### config.mk
export PLATFORM = sky130hd
export DESIGN_NAME = hazard_forward_unit
export DESIGN_NICKNAME = d
export VERILOG_FILES = /design/src/rtl/hazard_pkg.sv /design/src/rtl/hazard_src_match.sv /design/src/rtl/hazard_forward_unit.sv
export SDC_FILE = /design/constraint.sdc
export NUM_CORES = 1
export LEC_CHECK = 0
export CELL_PAD_IN_SITES_DETAIL_PLACEMENT = 1
export CELL_PAD_IN_SITES_GLOBAL_PLACEMENT = 1
export CORE_MARGIN = 8
export CORE_UTILIZATION = 30
export CTS_BUF_LIST = sky130_fd_sc_hd__clkbuf_8
export DETAILED_ROUTE_END_ITERATION = 10
export DONT_BUFFER_PORTS = 1
export GPL_TIMING_DRIVEN = 0
export PLACE_DENSITY_LB_ADDON = 0.1
export SLEW_MARGIN = 20
export SYNTH_ARGS = -nofsm -noshare
export SYNTH_HDL_FRONTEND = slang
export SYNTH_SLANG_ARGS = --single-unit
### constraint.sdc
create_clock -name clk -period 1.9 [get_ports clk]
set_input_delay 0.38 -clock clk [delete_from_list [all_inputs] [get_ports clk]]
set_output_delay 0.38 -clock clk [all_outputs]
set_load 0.02 [all_outputs]
### src/rtl/hazard_pkg.sv
// Shared entry type and sizing helpers for the data-hazard / forwarding unit.
package hazard_pkg;

  // Tags are stored at a fixed width so the entry type can live in the package;
  // narrower register indices are zero-extended on insertion and comparison.
  localparam int unsigned HZ_TAG_W = 8;

  typedef struct packed {
    logic                valid;
    logic [HZ_TAG_W-1:0] dst;
    logic                load;
  } hz_entry_t;

  localparam hz_entry_t HZ_BUBBLE = '{valid: 1'b0, dst: '0, load: 1'b0};

  function automatic int unsigned sel_w(input int unsigned depth);
    return $clog2(depth + 1);
  endfunction

endpackage

### src/rtl/hazard_src_match.sv
// Youngest-producer priority encoder for one ID source operand.
module hazard_src_match
  import hazard_pkg::*;
#(
  parameter int unsigned REG_W = 5,
  parameter int unsigned DEPTH = 2,
  parameter int unsigned SEL_W = 2
) (
  input  hz_entry_t [DEPTH:1] entries,
  input  logic [REG_W-1:0]    src,
  input  logic                used,
  output logic [SEL_W-1:0]    sel,
  output logic                is_load_hit
);

  logic [HZ_TAG_W-1:0] tag;

  assign tag = HZ_TAG_W'(src);

  // Scan oldest to youngest so the smallest matching stage index wins.
  always_comb begin
    sel         = '0;
    is_load_hit = 1'b0;
    if (used && (src != '0)) begin
      for (int unsigned k = DEPTH; k >= 1; k--) begin
        if (entries[k].valid && (entries[k].dst == tag)) begin
          sel         = SEL_W'(k);
          is_load_hit = entries[k].load;
        end
      end
    end
  end

endmodule

### src/rtl/hazard_forward_unit.sv
// Data-hazard detector and forwarding-select generator beside the ID stage;
// tracks in-flight destination tags and raises load-use stalls.
module hazard_forward_unit
  import hazard_pkg::*;
#(
  parameter int unsigned REG_W      = 5,
  parameter int unsigned NUM_SRC    = 2,
  parameter int unsigned DEPTH      = 2,
  parameter int unsigned LOAD_READY = 2,
  parameter int unsigned CNT_W      = 16
) (
  input  logic                              clk,
  input  logic                              rst_n,
  input  logic                              en,
  input  logic                              flush,
  input  logic                              id_valid,
  input  logic [NUM_SRC*REG_W-1:0]          id_src,
  input  logic [NUM_SRC-1:0]                id_src_used,
  input  logic [REG_W-1:0]                  id_dst,
  input  logic                              id_wen,
  input  logic                              id_load,
  output logic [NUM_SRC*sel_w(DEPTH)-1:0]   fwd_sel,
  output logic                              stall,
  output logic [CNT_W-1:0]                  stall_cnt
);

  localparam int unsigned SEL_W = sel_w(DEPTH);

  hz_entry_t [DEPTH:1]  ent_q;
  hz_entry_t            ins_entry;
  logic [SEL_W-1:0]     src_sel [NUM_SRC];
  logic [NUM_SRC-1:0]   load_hit;
  logic [NUM_SRC-1:0]   hazard;

  for (genvar i = 0; i < NUM_SRC; i++) begin : g_src
    hazard_src_match #(
      .REG_W (REG_W),
      .DEPTH (DEPTH),
      .SEL_W (SEL_W)
    ) u_match (
      .entries     (ent_q),
      .src         (id_src[i*REG_W +: REG_W]),
      .used        (id_src_used[i]),
      .sel         (src_sel[i]),
      .is_load_hit (load_hit[i])
    );

    assign fwd_sel[i*SEL_W +: SEL_W] = src_sel[i];
    // A load producer is only forwardable once it reaches LOAD_READY.
    assign hazard[i] = load_hit[i] && (32'(src_sel[i]) < LOAD_READY);
  end

  assign stall = id_valid && !flush && (|hazard);

  always_comb begin
    ins_entry = HZ_BUBBLE;
    if (id_valid && !flush && !stall) begin
      ins_entry = '{valid: id_wen && (id_dst != '0),
                    dst:   HZ_TAG_W'(id_dst),
                    load:  id_load};
    end
  end

  always_ff @(posedge clk or negedge rst_n) begin
    if (!rst_n) begin
      ent_q <= '0;
    end else if (en) begin
      ent_q[1] <= ins_entry;
      for (int unsigned k = 2; k <= DEPTH; k++) begin
        ent_q[k] <= ent_q[k-1];
      end
    end
  end

  always_ff @(posedge clk or negedge rst_n) begin
    if (!rst_n) begin
      stall_cnt <= '0;
    end else if (en && stall && (stall_cnt != '1)) begin
      stall_cnt <= stall_cnt + CNT_W'(1);
    end
  end

endmodule
==> flow_summary.ini, run 1 <==
[outcome]
status = finished with violations
violations = negative setup slack

[timing]
max_slew_margin_pct = 72.1
fmax_mhz = 427
fin_ws_ns = -0.444
period_share_pct = 123
fin_setup_tns_ns = -1.22
whs_ns = 0.231
period_minus_slack_ns = 2.34
rsz0062_at_grt = yes
worst_slew_pin_slew_ns = 0.418
clock-skew-final_ns = 0.00629
slew_viol_final = 0
hold_viol = 0
setup_violations = 17

[power_and_ir_drop]
power_mw = 1.34
p_int_mw = 1.03
power_switching_mw = 0.312
max-vdd-ir-drop_mv = 0.360
switching_share_pct = 23.3
clockPowerShare_pct = 41.5
power_frac_comb_pct = 9.0
power_density_nw_per_um2 = 648
seqPwrFrac_pct = 49.4
total_leakage_power_nw = 0.851

[global_route]
grt.overflow.total = 0
grt_use_total_pct = 11.7
grt_pass1_vias = 1293
grt_first_pass_wirelength_um = 6980
antenna_found_initial = 0
grt_max_degree = 30

[logic_synthesis]
ys_seq_area_share_pct = 46.2
async_flop_share_pct = 100
synth_area_um2 = 1570
synth_ff_type = dfrtp_1
synth_common_cells = dfrtp_1 (29), xnor2_1 (20), xor2_1 (15)
synth_cells = 145
synthDominantCellAreaShare_pct = 46.2
synth-edff-count = 0
synth_cell_type_count = 31
synth_top_area_cell = dfrtp_1
ys_seq_elements = 29
yosys_warnings = 0
synth_area_leaders = dfrtp_1 (46%), xnor2_1 (11%), xor2_1 (8.4%), mux2_2 (4.3%), a22o_1 (3.3%)
syn_nets = 170
yosysMostFrequentCell = dfrtp_1
avgSynthCellArea_um2 = 10.8

[routing]
ant_nets = 0
wl_um = 4190
drc = 0
num_vias = 1170
drtIter0Drc = 43
wl_per_cell_um = 18.0
viasPerCell = 5.02
drtPass1Iterations = 2

[floorplan]
fp.dieW_um = 88.3
start_util_pct = 30.9
fp.coreArea_um2 = 5070
io_pins = 45
placementRows = 26
fp.dieArea_um2 = 7800
die_h_um = 88.3

[worst_setup_path]
crit_fanout = 4
start_kind = register
cp.arrival_ns = 1.96
critPathCaptureType = output port
critPathKind = register to output port
required_ns = 1.52

[cts]
cts_sinks = 29
cts_tree = yes
cts_max_path_buffers = 2
clock_latency_ns = 0.28
clkSlewWorstSetupHoldPaths_ns = 0.06
cts-root-buf = clkbuf_8
cts_inserted_buffers = 5
htree_num_levels = 2

[layout]
fin_nets = 187
final_cells = 233
fillers = 574
syn_to_final_growth_pct = 31.8
antenna_cells = 0
layout-drive-gt1-share_pct = 46.6

[job]
cap_violations = 0

[placement]
dp.cells = 215
numPortBuffers = 0
hpwl_um = 3170
place.gp.congestion = 0.834

[worst_hold_path]
hp-class = primary input to register
layout by cell type (no fill, tap or decap), types with 2 or more instances in the layout:
cell      netlist  layout
nand3_4         0       2
xnor2_1        20      16
buf_6           0       3
nor2_1          9       9
nor3_1          6       3
clkbuf_8        0       7
or4_4           0       2
xor2_1         15      15
inv_1           4       4
mux2_2          6       6
buf_4           0       6
nor4_2          0       3
nor3_4          0       4
a22o_1          6       6
dfrtp_2         0      18
xnor2_2         0       4
dfrtp_1        29      11
o21ai_4         0       2
nand2_1         9       7
nand4_1         4       4
nand3_2         0       2
nand3_1         8       4
worst max-delay path, stage by stage (launching register included):
cell,delay (ns)
dfrtp_1,0.44
xnor2_1,0.17
nand4_1,0.19
nor3_4,0.38
or2_4,0.21
and4b_2,0.30
stage by stage:
stage	setup slack, ns	area (um^2)	utilization, %
4_1_cts	-0.483	1990	39.2
3_3_place_gp	-0.282	1700	33.5
3_5_place_dp	-0.329	1700	33.5
2_1_floorplan	-0.159	1610	-
6_report	-0.444	2070	40.8
5_1_grt	-0.577	2070	40.8
power by group through the flow:
stage	Combinational [mW]	Clock (mW)	Sequential [mW]
4_1_cts	0.119	0.581	0.663
3_5_place_dp	0.0901	0	0.673
6_report	0.121	0.557	0.663
2_1_floorplan	0.0786	0	0.664
5_1_grt	0.134	0.619	0.666
3_3_place_gp	0.0864	0	0.673
sequential cells by signal, indices dropped and copies added, names as in the netlist:
name / flops
ent_q: 13
stall_cnt: 16
layout make-up:
cell class	count	area [um^2]	share of cell area (%)
multi-input combinational	110	1000	48.5
sequential	29	748	36.2
timing repair buffer	10	97.6	4.72
clock buffer	7	96.3	4.66
tap	70	87.6	4.23
buffer	2	16.3	0.786
inverter	4	15.0	0.726
clock inverter	1	5.00	0.242
kinds of logic after synthesis:
| logic type | synth area share [%] |
|---|---|
| xor gates and xnor gates | 19.5 |
| DFF | 46.2 |
| muxes | 5.26 |
| AOI/OAI and AO/OA | 8.21 |
| buffers and inverters | 1.59 |
| adders and majority gates | 0.797 |
| and+or+nand+nor | 18.4 |
timing repair:
action | CTS | global route
endpoints found under the setup margin | 28 | 28
setup buffers | 7 | 1
pin swaps | 14 | 14
hold endpoints to repair | 29 | 0
hold buffers | 2 | 0
resized for setup | 30 | 15
path summary, 6_finish.rpt:
check	from	slack, ns	cells past startpoint	endpoint
max in group asynchronous	rst_n	1.18	2	stall_cnt[3]$_DFFE_PN0P_
worst max-delay path	ent_q[1]$_DFFE_PN0P_	-0.44	5	stall
worst min register to register	ent_q[19]$_DFFE_PN0P_	0.56	1	ent_q[19]$_DFFE_PN0P_
worst min-delay path	id_dst[4]	0.23	1	ent_q[5]$_DFFE_PN0P_
worst max register to register	ent_q[1]$_DFFE_PN0P_	-0.11	8	ent_q[9]$_DFFE_PN0P_
min in group asynchronous	rst_n	0.54	2	ent_q[1]$_DFFE_PN0P_
layer usage:
layer	vias up	share of wire (%)	track usage [%]
li1	543	-	-
met1	589	44	14.1
met3	4	8.8	5.11
met4	0	0.86	4.15
met5	-	0	0
met2	34	47	18.1
No activity file was read; power rests on OpenSTA's default activity.
==> inputs of run 2 (changes only) <==
CAP_MARGIN = 5   (was not set)
==> results of run 2 <==
The final DEF is identical to that of run 1; final timing and power are the same.
